File: src/rtl/panel_test_ctrl.sv
// panel_test_ctrl: board self-test controller. Debounces two keys, counts a
// DIGITS-wide BCD value up/down/paused on a divided tick, rotates an LED ring
// and scans the count onto a multiplexed active-low 7-segment display.
module panel_test_ctrl #(
  parameter int DIGITS     = 2,
  parameter int LEDS       = 4,
  parameter int TICK_DIV   = 25000000,
  parameter int SCAN_DIV   = 50000,
  parameter int DEB_CYCLES = 1000000
) (
  input  logic              Sys_CLK,
  input  logic              Sys_RST,
  input  logic [1:0]        Key,
  input  logic [1:0]        Switch,
  output logic [DIGITS-1:0] COM,
  output logic [7:0]        SEG,
  output logic [LEDS-1:0]   LED
);

  localparam int CW = 4 * DIGITS;
  localparam int TW = (TICK_DIV > 1) ? $clog2(TICK_DIV) : 1;
  localparam int SW = (SCAN_DIV > 1) ? $clog2(SCAN_DIV) : 1;
  localparam int DW = (DEB_CYCLES > 1) ? $clog2(DEB_CYCLES) : 1;
  localparam int IW = (DIGITS > 1) ? $clog2(DIGITS) : 1;

  localparam logic [TW-1:0] TICK_LAST = TW'(TICK_DIV - 1);
  localparam logic [SW-1:0] SCAN_LAST = SW'(SCAN_DIV - 1);
  localparam logic [DW-1:0] DEB_LAST  = DW'(DEB_CYCLES - 1);
  localparam logic [IW-1:0] IDX_LAST  = IW'(DIGITS - 1);

  typedef enum logic [1:0] {RUN_UP, RUN_DOWN, PAUSE} mode_e;

  logic [1:0]          key_s1_q, key_s2_q, deb_q, press_q;
  logic [1:0][DW-1:0]  deb_cnt_q;
  logic [TW-1:0]       tick_cnt_q;
  logic [SW-1:0]       scan_cnt_q;
  logic [IW-1:0]       idx_q;
  mode_e               mode_q;
  logic [CW-1:0]       bcd_q;
  logic [LEDS-1:0]     ring_q, led_q;
  logic [DIGITS-1:0]   com_q, com_d;
  logic [7:0]          seg_q, seg_d;
  logic [3:0]          digit;
  logic                upper_nz;
  logic                tick, scan_step;

  function automatic logic [7:0] seg_decode(input logic [3:0] d);
    logic [7:0] s;
    case (d)
      4'd0:    s = 8'hC0;
      4'd1:    s = 8'hF9;
      4'd2:    s = 8'hA4;
      4'd3:    s = 8'hB0;
      4'd4:    s = 8'h99;
      4'd5:    s = 8'h92;
      4'd6:    s = 8'h82;
      4'd7:    s = 8'hF8;
      4'd8:    s = 8'h80;
      4'd9:    s = 8'h90;
      default: s = 8'hFF;
    endcase
    return s;
  endfunction

  // All-9s rolls over to zero because the carry simply runs off the top digit.
  function automatic logic [CW-1:0] bcd_inc(input logic [CW-1:0] v);
    logic [CW-1:0] r;
    logic          carry;
    r     = v;
    carry = 1'b1;
    for (int i = 0; i < DIGITS; i++) begin
      if (carry) begin
        if (v[4*i +: 4] >= 4'd9) begin
          r[4*i +: 4] = 4'd0;
        end else begin
          r[4*i +: 4] = v[4*i +: 4] + 4'd1;
          carry       = 1'b0;
        end
      end
    end
    return r;
  endfunction

  // Zero rolls under to all-9s because the borrow runs off the top digit.
  function automatic logic [CW-1:0] bcd_dec(input logic [CW-1:0] v);
    logic [CW-1:0] r;
    logic          borrow;
    r      = v;
    borrow = 1'b1;
    for (int i = 0; i < DIGITS; i++) begin
      if (borrow) begin
        if (v[4*i +: 4] == 4'd0) begin
          r[4*i +: 4] = 4'd9;
        end else begin
          r[4*i +: 4] = v[4*i +: 4] - 4'd1;
          borrow      = 1'b0;
        end
      end
    end
    return r;
  endfunction

  assign tick      = (tick_cnt_q == TICK_LAST);
  assign scan_step = (scan_cnt_q == SCAN_LAST);

  // Key synchroniser and debouncer; press_q pulses on the accepted 1->0 edge.
  always_ff @(posedge Sys_CLK) begin
    if (!Sys_RST) begin
      key_s1_q  <= 2'b11;
      key_s2_q  <= 2'b11;
      deb_q     <= 2'b11;
      press_q   <= 2'b00;
      deb_cnt_q <= '0;
    end else begin
      key_s1_q <= Key;
      key_s2_q <= key_s1_q;
      for (int k = 0; k < 2; k++) begin
        press_q[k] <= 1'b0;
        if (key_s2_q[k] != deb_q[k]) begin
          if (deb_cnt_q[k] == DEB_LAST) begin
            deb_q[k]     <= key_s2_q[k];
            deb_cnt_q[k] <= '0;
            press_q[k]   <= ~key_s2_q[k];
          end else begin
            deb_cnt_q[k] <= deb_cnt_q[k] + DW'(1);
          end
        end else begin
          deb_cnt_q[k] <= '0;
        end
      end
    end
  end

  // Free-running tick divider and digit-scan divider/index.
  always_ff @(posedge Sys_CLK) begin
    if (!Sys_RST) begin
      tick_cnt_q <= '0;
      scan_cnt_q <= '0;
      idx_q      <= '0;
    end else begin
      tick_cnt_q <= tick ? '0 : tick_cnt_q + TW'(1);
      scan_cnt_q <= scan_step ? '0 : scan_cnt_q + SW'(1);
      if (scan_step) begin
        idx_q <= (idx_q == IDX_LAST) ? '0 : idx_q + IW'(1);
      end
    end
  end

  // Mode FSM with counter and LED ring; clear overrides a same-cycle tick.
  always_ff @(posedge Sys_CLK) begin
    if (!Sys_RST) begin
      mode_q <= RUN_UP;
      bcd_q  <= '0;
      ring_q <= LEDS'(1);
    end else begin
      if (press_q[0]) begin
        case (mode_q)
          RUN_UP:   mode_q <= RUN_DOWN;
          RUN_DOWN: mode_q <= PAUSE;
          default:  mode_q <= RUN_UP;
        endcase
      end
      if (press_q[1]) begin
        bcd_q  <= '0;
        ring_q <= LEDS'(1);
      end else if (tick) begin
        case (mode_q)
          RUN_UP: begin
            bcd_q  <= bcd_inc(bcd_q);
            ring_q <= {ring_q[LEDS-2:0], ring_q[LEDS-1]};
          end
          RUN_DOWN: begin
            bcd_q  <= bcd_dec(bcd_q);
            ring_q <= {ring_q[0], ring_q[LEDS-1:1]};
          end
          default: ;
        endcase
      end
    end
  end

  // Select the scanned digit, apply display mode, blanking and decimal point.
  always_comb begin
    digit    = 4'd0;
    upper_nz = 1'b0;
    com_d    = '1;
    seg_d    = 8'hFF;
    for (int i = 0; i < DIGITS; i++) begin
      if (IW'(i) == idx_q) begin
        digit    = bcd_q[4*i +: 4];
        com_d[i] = 1'b0;
      end
      if ((IW'(i) >= idx_q) && (bcd_q[4*i +: 4] != 4'd0)) begin
        upper_nz = 1'b1;
      end
    end
    case (Switch)
      2'b00:   seg_d = seg_decode(digit);
      2'b01:   seg_d = ((idx_q != '0) && !upper_nz) ? 8'hFF : seg_decode(digit);
      2'b10:   seg_d = 8'h00;
      default: seg_d = 8'hFF;
    endcase
    if ((mode_q == PAUSE) && !Switch[1] && (idx_q == '0)) begin
      seg_d[7] = 1'b0;
    end
  end

  // COM and SEG share one register stage so digit select and data stay paired.
  always_ff @(posedge Sys_CLK) begin
    if (!Sys_RST) begin
      com_q <= '1;
      seg_q <= 8'hFF;
      led_q <= '0;
    end else begin
      com_q <= com_d;
      seg_q <= seg_d;
      led_q <= ring_q;
    end
  end

  assign COM = com_q;
  assign SEG = seg_q;
  assign LED = led_q;

endmodule

File: config.mk
export PLATFORM = sky130hd
export DESIGN_NAME = panel_test_ctrl
export DESIGN_NICKNAME = d
export VERILOG_FILES = /design/src/rtl/panel_test_ctrl.sv
export SDC_FILE = /design/constraint.sdc
export NUM_CORES = 1
export LEC_CHECK = 0
export ABC_AREA = 1
export BUFFER_PORTS_ARGS = -buffer_cell sky130_fd_sc_hd__buf_2
export CAP_MARGIN = 40
export CORE_ASPECT_RATIO = 1.75
export CORE_MARGIN = 2
export CORE_UTILIZATION = 60
export CTS_CLUSTER_DIAMETER = 40
export DETAILED_ROUTE_END_ITERATION = 12
export PLACE_DENSITY = 0.86
export SLEW_MARGIN = 20
export SYNTH_ARGS = -nofsm -noshare
export SYNTH_HDL_FRONTEND = slang
export SYNTH_SLANG_ARGS = --single-unit
File: constraint.sdc
create_clock -name Sys_CLK -period 2.15 [get_ports Sys_CLK]
set_clock_uncertainty 0.15 [all_clocks]
set_input_delay 0.43 -clock Sys_CLK [delete_from_list [all_inputs] [get_ports Sys_CLK]]
set_output_delay 0.43 -clock Sys_CLK [all_outputs]
set_load 0.05 [all_outputs]
==> results of run 1 <==
## stage by stage
stage | setup WS [ps] | instances | area [um^2] | total power, uW | hold WS, ps
after floorplan | 281 | 890 | 6150 | 2370 | 243
after global placement | 226 | 1028 | 6340 | 2400 | 250
after detailed placement | 135 | 1028 | 6340 | 2400 | 247
after CTS | 127 | 1060 | 6930 | 5150 | 71.8
after global routing | 31.2 | 1060 | 6930 | 5270 | 75.0
final | 109 | 1060 | 6930 | 5120 | 83.4
## power by group through the flow
stage / clock network [uW] / logic, uW / registers (uW)
5_1_grt: 2890 / 142 / 2230
6_report: 2770 / 129 / 2230
4_1_cts: 2800 / 130 / 2230
2_1_floorplan: 0 / 58.2 / 2310
3_5_place_dp: 0 / 128 / 2270
3_3_place_gp: 0 / 127 / 2270
## logic make-up (layout without fill, tap and decap cells)
group	after synthesis	after routing
and+or+nand+nor	525	525
buffers and inverters	126	171
DFF	118	118
AOI/OAI and AO/OA	71	71
xor gates and xnor gates	34	34
adders and majority gates	16	16
## area by class of cell
| class | instances | area (um^2) |
|---|---|---|
| clock buffer | 20 | 457 |
| clock inverter | 12 | 129 |
| timing repair buffer | 25 | 140 |
| fill | 838 | 2980 |
| multi-input combinational | 646 | 3260 |
| tap | 125 | 156 |
| sequential | 118 | 2360 |
| inverter | 114 | 428 |
## worst paths after layout
kind	depth (start not counted)	startpoint	slack [ps]	endpoint
worst max-delay path	8	idx_q$_SDFFE_PN0P_	110	SEG[0]$_SDFF_PN1_
worst min-delay path	2	Key[1]	80	key_s1_q[1]$_SDFF_PN1_
worst max register to register	8	idx_q$_SDFFE_PN0P_	110	SEG[0]$_SDFF_PN1_
worst min register to register	1	key_s1_q[1]$_SDFF_PN1_	260	key_s2_q[1]$_SDFF_PN1_
## layer usage
metal / global-route usage / wire length [um] / share of wire
met4: 0.155 / 612 / 0.046
met3: 0.0586 / 379 / 0.028
met2: 0.489 / 7290 / 0.55
met5: 0 / 0 / 0
met1: 0.236 / 5070 / 0.38
## flip-flops by register name (all words and copies together), names as in the netlist
name and count:
mode_q 2, deb_cnt_q 40, deb_q 2, key_s2_q 2
key_s1_q 2, tick_cnt_q 25, scan_cnt_q 16, SEG 8
bcd_q 8, LED 4, idx_q 1, press_q 2
ring_q 4, COM 2
## critical path, cell delays in order, from the launching register on
cell and delay (ps):
dfxtp_1 380, o21ai_0 420, inv_1 160, ha_1 220
or2_2 300, o211ai_1 90, nand2_1 80, nand2_1 60
nand2_1 50
## cells in the final DEF (no fill, tap or decap), types with 21 or more instances in the layout
| cell type | count |
|---|---|
| xor2_1 | 25 |
| inv_1 | 109 |
| a21oi_1 | 39 |
| nand3_1 | 66 |
| nand4_1 | 29 |
| nor3_1 | 24 |
| nor2_1 | 146 |
| o21ai_0 | 21 |
| dfxtp_1 | 118 |
| nand2_1 | 203 |
==> metrics, run 1 <==
outcome finished clean; drt pass-1 iters 5; DIE AREA 11100 um^2; Synthesized Nets 912; asr flop ratio synth 0; max-cap violations 0; count leader, synth nand2_1; mux cell area share after synthesis 0; period utilisation layout 0.949; Row Count 48; Final GP Congestion 0.902; DRC 0; via count around 5.6k; Compound-Gate Fraction of Synth Area 0.0627; chip height 138 um; RSZ-0062 raised after global routing false; post-synthesis cell count 890; fin crit period 2040 ps; main combinational cell family by area after synthesis simple AND/OR/NAND/NOR gates; simple-gate share of the synthesized area 0.386; CP startpoint kind register; Slew headroom 0.638; diode count 0; clock tree from TritonCTS done; Final nets ~940; Crit Path Class reg -> reg; cell taking the most area after synthesis dfxtp_1; post-synth cell types 43; P_sw 1120 uW; GR Overflow Total 0; Die W about 81 um; Post-synth EDFFs 0; P_leak roughly 0.0027 uW; Critical Path AT 2170 ps; post-DP HPWL approximately 9600 um; post-CTS sizing 0; Peak Freq 0.490 GHz; P_int ~4000 uW; Required @ worst endpoint 2280 ps; GRT Util Overall 0.255; Max Slew Vio Count 0; share of cells above drive strength 1 0.111; final setup fails 0; Comb pwr share 0.025; worst-case clock buffer depth 2; post-synthesis sequential area ratio 0.384; synth cell count leaders nand2_1, nor2_1, dfxtp_1, inv_1, nand3_1; clock latency on the worst-skew pair 410 ps; PortBufs 19; Synth Area in Adders 0.0326; drt wl/cell ~13 um; TritonCTS Sinks about 120; Syn-to-layout area delta 12.7%; sequential share of power 0.435; Synth Area in XOR/XNOR 0.0484; initial antenna violation count 0; most used flip-flop cell after synthesis dfxtp_1; power share of the clock group 0.540; Area contributors post-synth dfxtp_1, nand2_1, nor2_1; switching share of power 0.219; Cell Area, Synth 6150 um^2; post-CTS setup buffer count 0; Core ar. 9910 um^2; TritonCTS buffer count 17; syn_area_per_cell just under 7 um^2; Routed Antenna Nets 0; vias in the first global route 5519; Worst setup EP type register; area share of the largest cell type after synthesis 0.384; CTS clk-pin slew, worst paths about 50 ps; YS warnings 0; worst hold path class in -> reg; Via density 5.32; CP max FO 7; Seq cells post-synth 118; Starting Density 0.620; Setup TNS Final 0 ps; post-layout util 0.699; Post-Route WL 13400 um; # H-tree levels 4; DR iter-0 viols around 270; IO Pins 20; P per Cell Area between 700 and 800 nW/um^2; first-pass GRT wire length 22300 um; Worst-Margin Slew 543 ps; CTS Hold Bufs 0; Final Hold Viols 0; Root Buffer Master clkbuf_16; largest net degree at the start of global routing 21; VDD IR max ~0.63 mV
Note: power is estimated with default switching activity, not from simulation.
==> inputs of run 2 (changes only) <==
--- a/config.mk
+++ b/config.mk
@@ -8,12 +8,11 @@
 export ABC_AREA = 1
 export BUFFER_PORTS_ARGS = -buffer_cell sky130_fd_sc_hd__buf_2
 export CAP_MARGIN = 40
-export CORE_ASPECT_RATIO = 1.75
 export CORE_MARGIN = 2
-export CORE_UTILIZATION = 60
+export CORE_UTILIZATION = 59
 export CTS_CLUSTER_DIAMETER = 40
 export DETAILED_ROUTE_END_ITERATION = 12
-export PLACE_DENSITY = 0.86
+export PLACE_DENSITY = 0.85
 export SLEW_MARGIN = 20
 export SYNTH_ARGS = -nofsm -noshare
 export SYNTH_HDL_FRONTEND = slang
==> run 2 against run 1 <==
Setup slack improved by 98 ps. Core utilization decreased by 1.7 points. Via count decreased by 1.7%. Fmax increased by 5.0%. Sequential power about the same. Register-to-register slack improved by 98 ps. Count of clock-buffer cells in the layout decreased by 1. Power increased by 0.27%. Clock power about the same. Critical path type unchanged. Largest cell class unchanged.
==> metrics, run 2 (same netlist as run 1, synthesis figures left out) <==
PortBufs 19 (unchanged); final setup fails 0 (unchanged); Peak Freq 0.515 GHz (+5.0%); DR WL met2 5920 um (-19%); chip height 106 um (-23%); VDD IR max 0.532 mV (-16%); via count 5543 (-1.7%); first-pass GRT wire length 21700 um (-2.7%); P_leak 0.00276 uW (+0.70%); filler instances 866 (+3.3%); CP max FO 6 (-1); Root Buffer Master clkbuf_8; Tot Pwr 5140 uW (+0.27%); hold depth 3 (+1); # H-tree levels 4 (unchanged); most flop-heavy register deb_cnt_q; IO Pins 20 (unchanged); GRT Util Overall 0.236 (-0.0189); TritonCTS Sinks 118 (unchanged); Worst setup EP type register; Starting Density 0.601 (-0.0195); hold_ws 138 ps (+54.6 ps); CP startpoint kind register; Final GP Congestion 0.876 (-2.9%); Hold EP mode_q[0]$_SDFFE_PN0P_; max reg flops 40 (unchanged); worst hold start Sys_RST; Crit Path Class reg -> reg; diode count 0 (unchanged); DIE AREA 11300 um^2 (+1.3%); share of cells above drive strength 1 0.113 (+0.00178); commonest non-fill, non-tap cell in the layout nand2_1; period utilisation layout 0.904 (-0.0454); Setup TNS Final 0 ps (unchanged); drt wl/cell 11.4 um (-9.2%); Worst R2R End SEG[0]$_SDFF_PN1_; clock latency on the worst-skew pair 530 ps (+120 ps); largest net degree at the start of global routing 20 (-4.8%); Via density 5.16 (-3.0%); vias in the first global route 5250 (-4.9%); initial antenna violation count 0 (unchanged); post-DP HPWL 8710 um (-9.2%); Worst-Margin Slew 556 ps (+12.9 ps); Post-Route WL 12300 um (-8.0%); WL met3 487 um (+28%); number of placed instances with taps included 1039 (+1.1%); Max Slew Vio Count 0 (unchanged); worst-case clock buffer depth 2 (unchanged); P per Cell Area 736 nW/um^2 (-0.43%); CTS clk-pin slew, worst paths 60 ps (about the same); fin cells 1074 (+1.3%); Core ar. 10200 um^2 (+3.2%); Reg2Reg Setup Slack 210 ps (+100 ps); DRC 0 (unchanged); Routed Antenna Nets 0 (unchanged); commonest non-fill, non-tap cells in the layout nand2_1, nor2_1, dfxtp_1; Worst R2R Path Depth 10 (+2); R2R Path Start bcd_q[4]$_SDFFE_PP0P_; Critical Path AT 2190 ps (+20 ps); Row Count 37 (-23%); GR Overflow Total 0 (unchanged); RSZ-0062 raised after global routing false; Required @ worst endpoint 2400 ps (+120 ps); Slew headroom 0.629 (-0.00857); max-cap violations 0 (unchanged); Final nets 947 (+0.32%); Top Registers deb_cnt_q x40, tick_cnt_q x25, scan_cnt_q x16; drt pass-1 iters 5 (unchanged); top layer in use met4; fin crit period 1940 ps (-97.5 ps); DR iter-0 viols 334 (+24%); Final Hold Viols 0 (unchanged); Die W 106 um (+32%); DRT met1 WL 5630 um (+11%); Syn-to-layout area delta 13.5%; worst hold path class in -> reg; clock tree from TritonCTS done; outcome finished clean; TritonCTS buffer count 17 (unchanged)
run 2: cell types whose count changed in the layout (fill, tap and decap cells not counted), moves of 2 or more:
cell / change
inv_6: +2
clkinv_4: +3
dlygate4sd3_1: +3
clkinvlp_4: -2
clkinv_2: -2
run 2: worst max-delay path, stage by stage (launching register included):
cell      delay, ps
dfxtp_1         360
inv_1           150
nand2_1          60
o21ai_1         170
inv_1           140
ha_1            220
or2_2           310
o211ai_1         80
nand2_1          60
nand2_1          60
nand2_1          40
run 2: cell type report:
type,instances,area (um^2),area share
clock inverters,13,148,0.0212
clock buffers,19,442,0.0633
repair buffers,28,170,0.0244
multi-input cells,646,3260,0.467
well taps,136,170,0.0244
flip-flops and latches,118,2360,0.339
inverters,114,428,0.0613
run 2: per-stage QoR:
step | area, um^2 | setup WS (ps) | utilization
floorplan | 6150 | 281 | -
detailed placement | 6360 | 133 | 0.621
CTS | 6980 | 97.1 | 0.682
global route | 6980 | 9.97 | 0.682
global placement | 6360 | 177 | 0.621
finish | 6980 | 207 | 0.682
run 2: routing by layer:
metal,vias up,global-route usage
li1,2912,-
met5,-,0
met2,114,0.405
met1,2495,0.286
met4,0,0.126
met3,22,0.0362
run 2: how the worst max path moves through the flow:
stage	from	to	slack [ps]	cells after the start
after floorplan	idx_q$_SDFFE_PN0P_	SEG[0]$_SDFF_PN1_	280	9
after global placement	idx_q$_SDFFE_PN0P_	SEG[0]$_SDFF_PN1_	180	8
after detailed placement	idx_q$_SDFFE_PN0P_	SEG[0]$_SDFF_PN1_	130	8
after CTS	idx_q$_SDFFE_PN0P_	SEG[0]$_SDFF_PN1_	100	8
after global routing	bcd_q[1]$_SDFFE_PP0P_	SEG[0]$_SDFF_PN1_	10	9
final	bcd_q[4]$_SDFFE_PP0P_	SEG[0]$_SDFF_PN1_	210	10
run 2: power by group:
part / switching, uW / internal, uW
Combinational: 96.9 / 37.4
Sequential: 13.1 / 2210
Clock: 1060 / 1720
Total: 1170 / 3970
run 2: repair_timing:
| item | 4_1_cts | 5_1_grt |
|---|---|---|
| buffers inserted | 0 | 0 |
| hold endpoints to repair | 3 | 0 |
| endpoints found under the setup margin | 0 | 2 |
| gates resized for setup | 0 | 2 |
| hold buffers | 3 | 0 |
==> inputs of run 3 (changes only) <==
--- a/config.mk
+++ b/config.mk
@@ -10,6 +10,7 @@
 export CAP_MARGIN = 40
 export CORE_MARGIN = 2
 export CORE_UTILIZATION = 59
+export CTS_BUF_LIST = sky130_fd_sc_hd__clkbuf_8
 export CTS_CLUSTER_DIAMETER = 40
 export DETAILED_ROUTE_END_ITERATION = 12
 export PLACE_DENSITY = 0.85
==> constraint.sdc (replaced) <==
create_clock -name Sys_CLK -period 1.8 [get_ports Sys_CLK]
set_clock_uncertainty 0.15 [all_clocks]
set_input_delay 0.36 -clock Sys_CLK [delete_from_list [all_inputs] [get_ports Sys_CLK]]
set_output_delay 0.36 -clock Sys_CLK [all_outputs]
set_load 0.05 [all_outputs]
==> run 3 against run 2 <==
Non-clock buffer count grew 20. Critical path depth shrank 1. Die area is the same. Critical path type unchanged. Largest cell class unchanged.
==> metrics, run 3 (same netlist as run 1, synthesis figures left out) <==
outcome finished clean; VDD IR max 0.377 mV (-29%); worst-case clock buffer depth 2 (unchanged); Post-Route WL 13500 um (+10%); # H-tree levels 4 (unchanged); TritonCTS buffer count 17 (unchanged); GR Overflow Total 0 (unchanged); drt wl/cell 12.4 um (+8.0%); Worst-Margin Slew 487 ps (-69.1 ps); Peak Freq 0.587 GHz (+14%); diode count 0 (unchanged); worst hold path class in -> reg; share of cells above drive strength 1 0.161 (+0.0476); CTS clk-pin slew, worst paths 70 ps (about the same); post-DP HPWL 9260 um (+6.3%); drt pass-1 iters 5 (unchanged); CP max FO 5 (-1); Slew headroom 0.672 (+0.0431); fin crit period 1700 ps (-241 ps); first-pass GRT wire length 22700 um (+4.5%); max reg flops 40 (unchanged); P_sw 1210 uW (+3.2%); sequential share of power 0.469 (+0.036); Final Hold Viols 0 (unchanged); vias in the first global route 5333 (+1.6%); GRT Util Overall 0.247 (+0.0106); clock tree from TritonCTS done; commonest non-fill, non-tap cells in the layout nand2_1, nor2_1, dfxtp_1; IO Pins 20 (unchanged); FF/Latch Area 2370 um^2 (+0.37%); Row Count 37 (unchanged); largest net degree at the start of global routing 20 (unchanged); Top Registers deb_cnt_q x40, tick_cnt_q x25, scan_cnt_q x16; Syn-to-layout area delta 16.5%; Critical Path AT 1920 ps (-270 ps); Core ar. 10200 um^2 (unchanged); Worst R2R Path Depth 9 (-1); Tot Pwr 5660 uW (+10%); Required @ worst endpoint 2020 ps (-380 ps); P per Cell Area 790 nW/um^2 (+7.3%); fin cells 1095 (+2.0%); Worst path max stage delay 350 ps (about the same); slowest CP cell dfxtp_2; Crit Path Class reg -> reg; post-layout util 0.700 (+0.0181); Final nets 968 (+2.2%); TritonCTS Sinks 118 (unchanged); Comb pwr share 0.032 (+0.006); Final GP Congestion 0.884 (+0.97%); number of placed instances with taps included 1057 (+1.7%); DIE AREA 11300 um^2 (unchanged); Max Slew Vio Count 0 (unchanged); hold depth 2 (-1); area of the multi-input gates 3380 um^2 (+3.8%); clock latency on the worst-skew pair 440 ps (-90 ps); period utilisation layout 0.946 (+0.0421); Routed Antenna Nets 0 (unchanged); DRC 0 (unchanged); P_int 4460 uW (+12%); Via density 5.26 (+1.9%); Post-DP Area 6500 um^2 (+2.3%); switching share of power 0.213 (-0.0145); power share of the clock group 0.499 (-0.042); max-cap violations 0 (unchanged); Root Buffer Master clkbuf_8; via count 5760 (+3.9%); initial antenna violation count 0 (unchanged); hold_ws 26.3 ps (-112 ps); Die W 106 um (unchanged); PortBufs 19 (unchanged); Worst setup EP type register; design area 7160 um^2 (+2.7%); RSZ-0062 raised after global routing true; final setup fails 0 (unchanged); DR iter-0 viols 328 (-1.8%); P_leak 0.00284 uW (+2.7%); most flop-heavy register deb_cnt_q; chip height 106 um (unchanged); CP startpoint kind register; filler instances 809 (-6.6%); cells along the critical path ha_2 > nand3_2 > inv_2 > nand2_2 > nor2_4 > nand3_2 > nand2_1 > nand2_1 > nor2_1; commonest non-fill, non-tap cell in the layout nand2_1; Starting Density 0.601 (unchanged)
[run 3: path summary, 6_finish.rpt]
check / end / slack [ps] / startpoint
max: bcd_q[6]$_SDFFE_PP0P_ / 100 / tick_cnt_q[1]$_SDFF_PP0_
min reg2reg: key_s2_q[1]$_SDFF_PN1_ / 260 / key_s1_q[1]$_SDFF_PN1_
min: SEG[7]$_SDFF_PN1_ / 30 / Switch[1]
max reg2reg: bcd_q[6]$_SDFFE_PP0P_ / 100 / tick_cnt_q[1]$_SDFF_PP0_
[run 3: worst max-delay path: cells and delay by family (launching register included)]
kind                       cells  cell delay, ps
and+or+nand+nor                7             860
DFF                            1             350
buffers and inverters          1              70
adders and majority gates      1             200
[run 3: through the flow]
stage,TNS (ps),setup WS (ps)
floorplan,0,47.8
global placement,0,19.6
detailed placement,0,17.1
CTS,0,7.36
global route,-326,-25.4
finish,0,97.5
[run 3: layer usage]
layer	up-vias	routed length [um]	GRT usage
met4	0	269	0.0940
met1	2630	5980	0.305
li1	2949	-	-
met3	34	615	0.0576
met2	147	6670	0.419
met5	-	0	0
[run 3: final cells by class]
| class | count | area share |
|---|---|---|
| flip-flops and latches | 118 | 0.331 |
| inverters | 114 | 0.0597 |
| multi-input cells | 647 | 0.472 |
| repair buffers | 48 | 0.0472 |
| well taps | 136 | 0.0238 |
| clock inverters | 12 | 0.0279 |
| clock buffers | 20 | 0.0384 |
[run 3: power groups by stage]
stage                     sequential (uW)  clock, uW  combinational (uW)
final                                2660       2820                 181
after global routing                 2660       2980                 196
after CTS                            2650       2860                 177
after detailed placement             2710          0                 172
after global placement               2710          0                 168
after floorplan                      2760          0                69.5
[run 3: repair_timing]
| item | CTS | global route |
|---|---|---|
| pin swaps | 0 | 8 |
| hold buffers | 2 | 0 |
| resized for setup | 1 | 39 |
| gates cloned | 0 | 1 |
| endpoints found under the hold margin | 2 | 0 |
| buffers inserted | 0 | 3 |
| endpoints found under the setup margin | 2 | 91 |
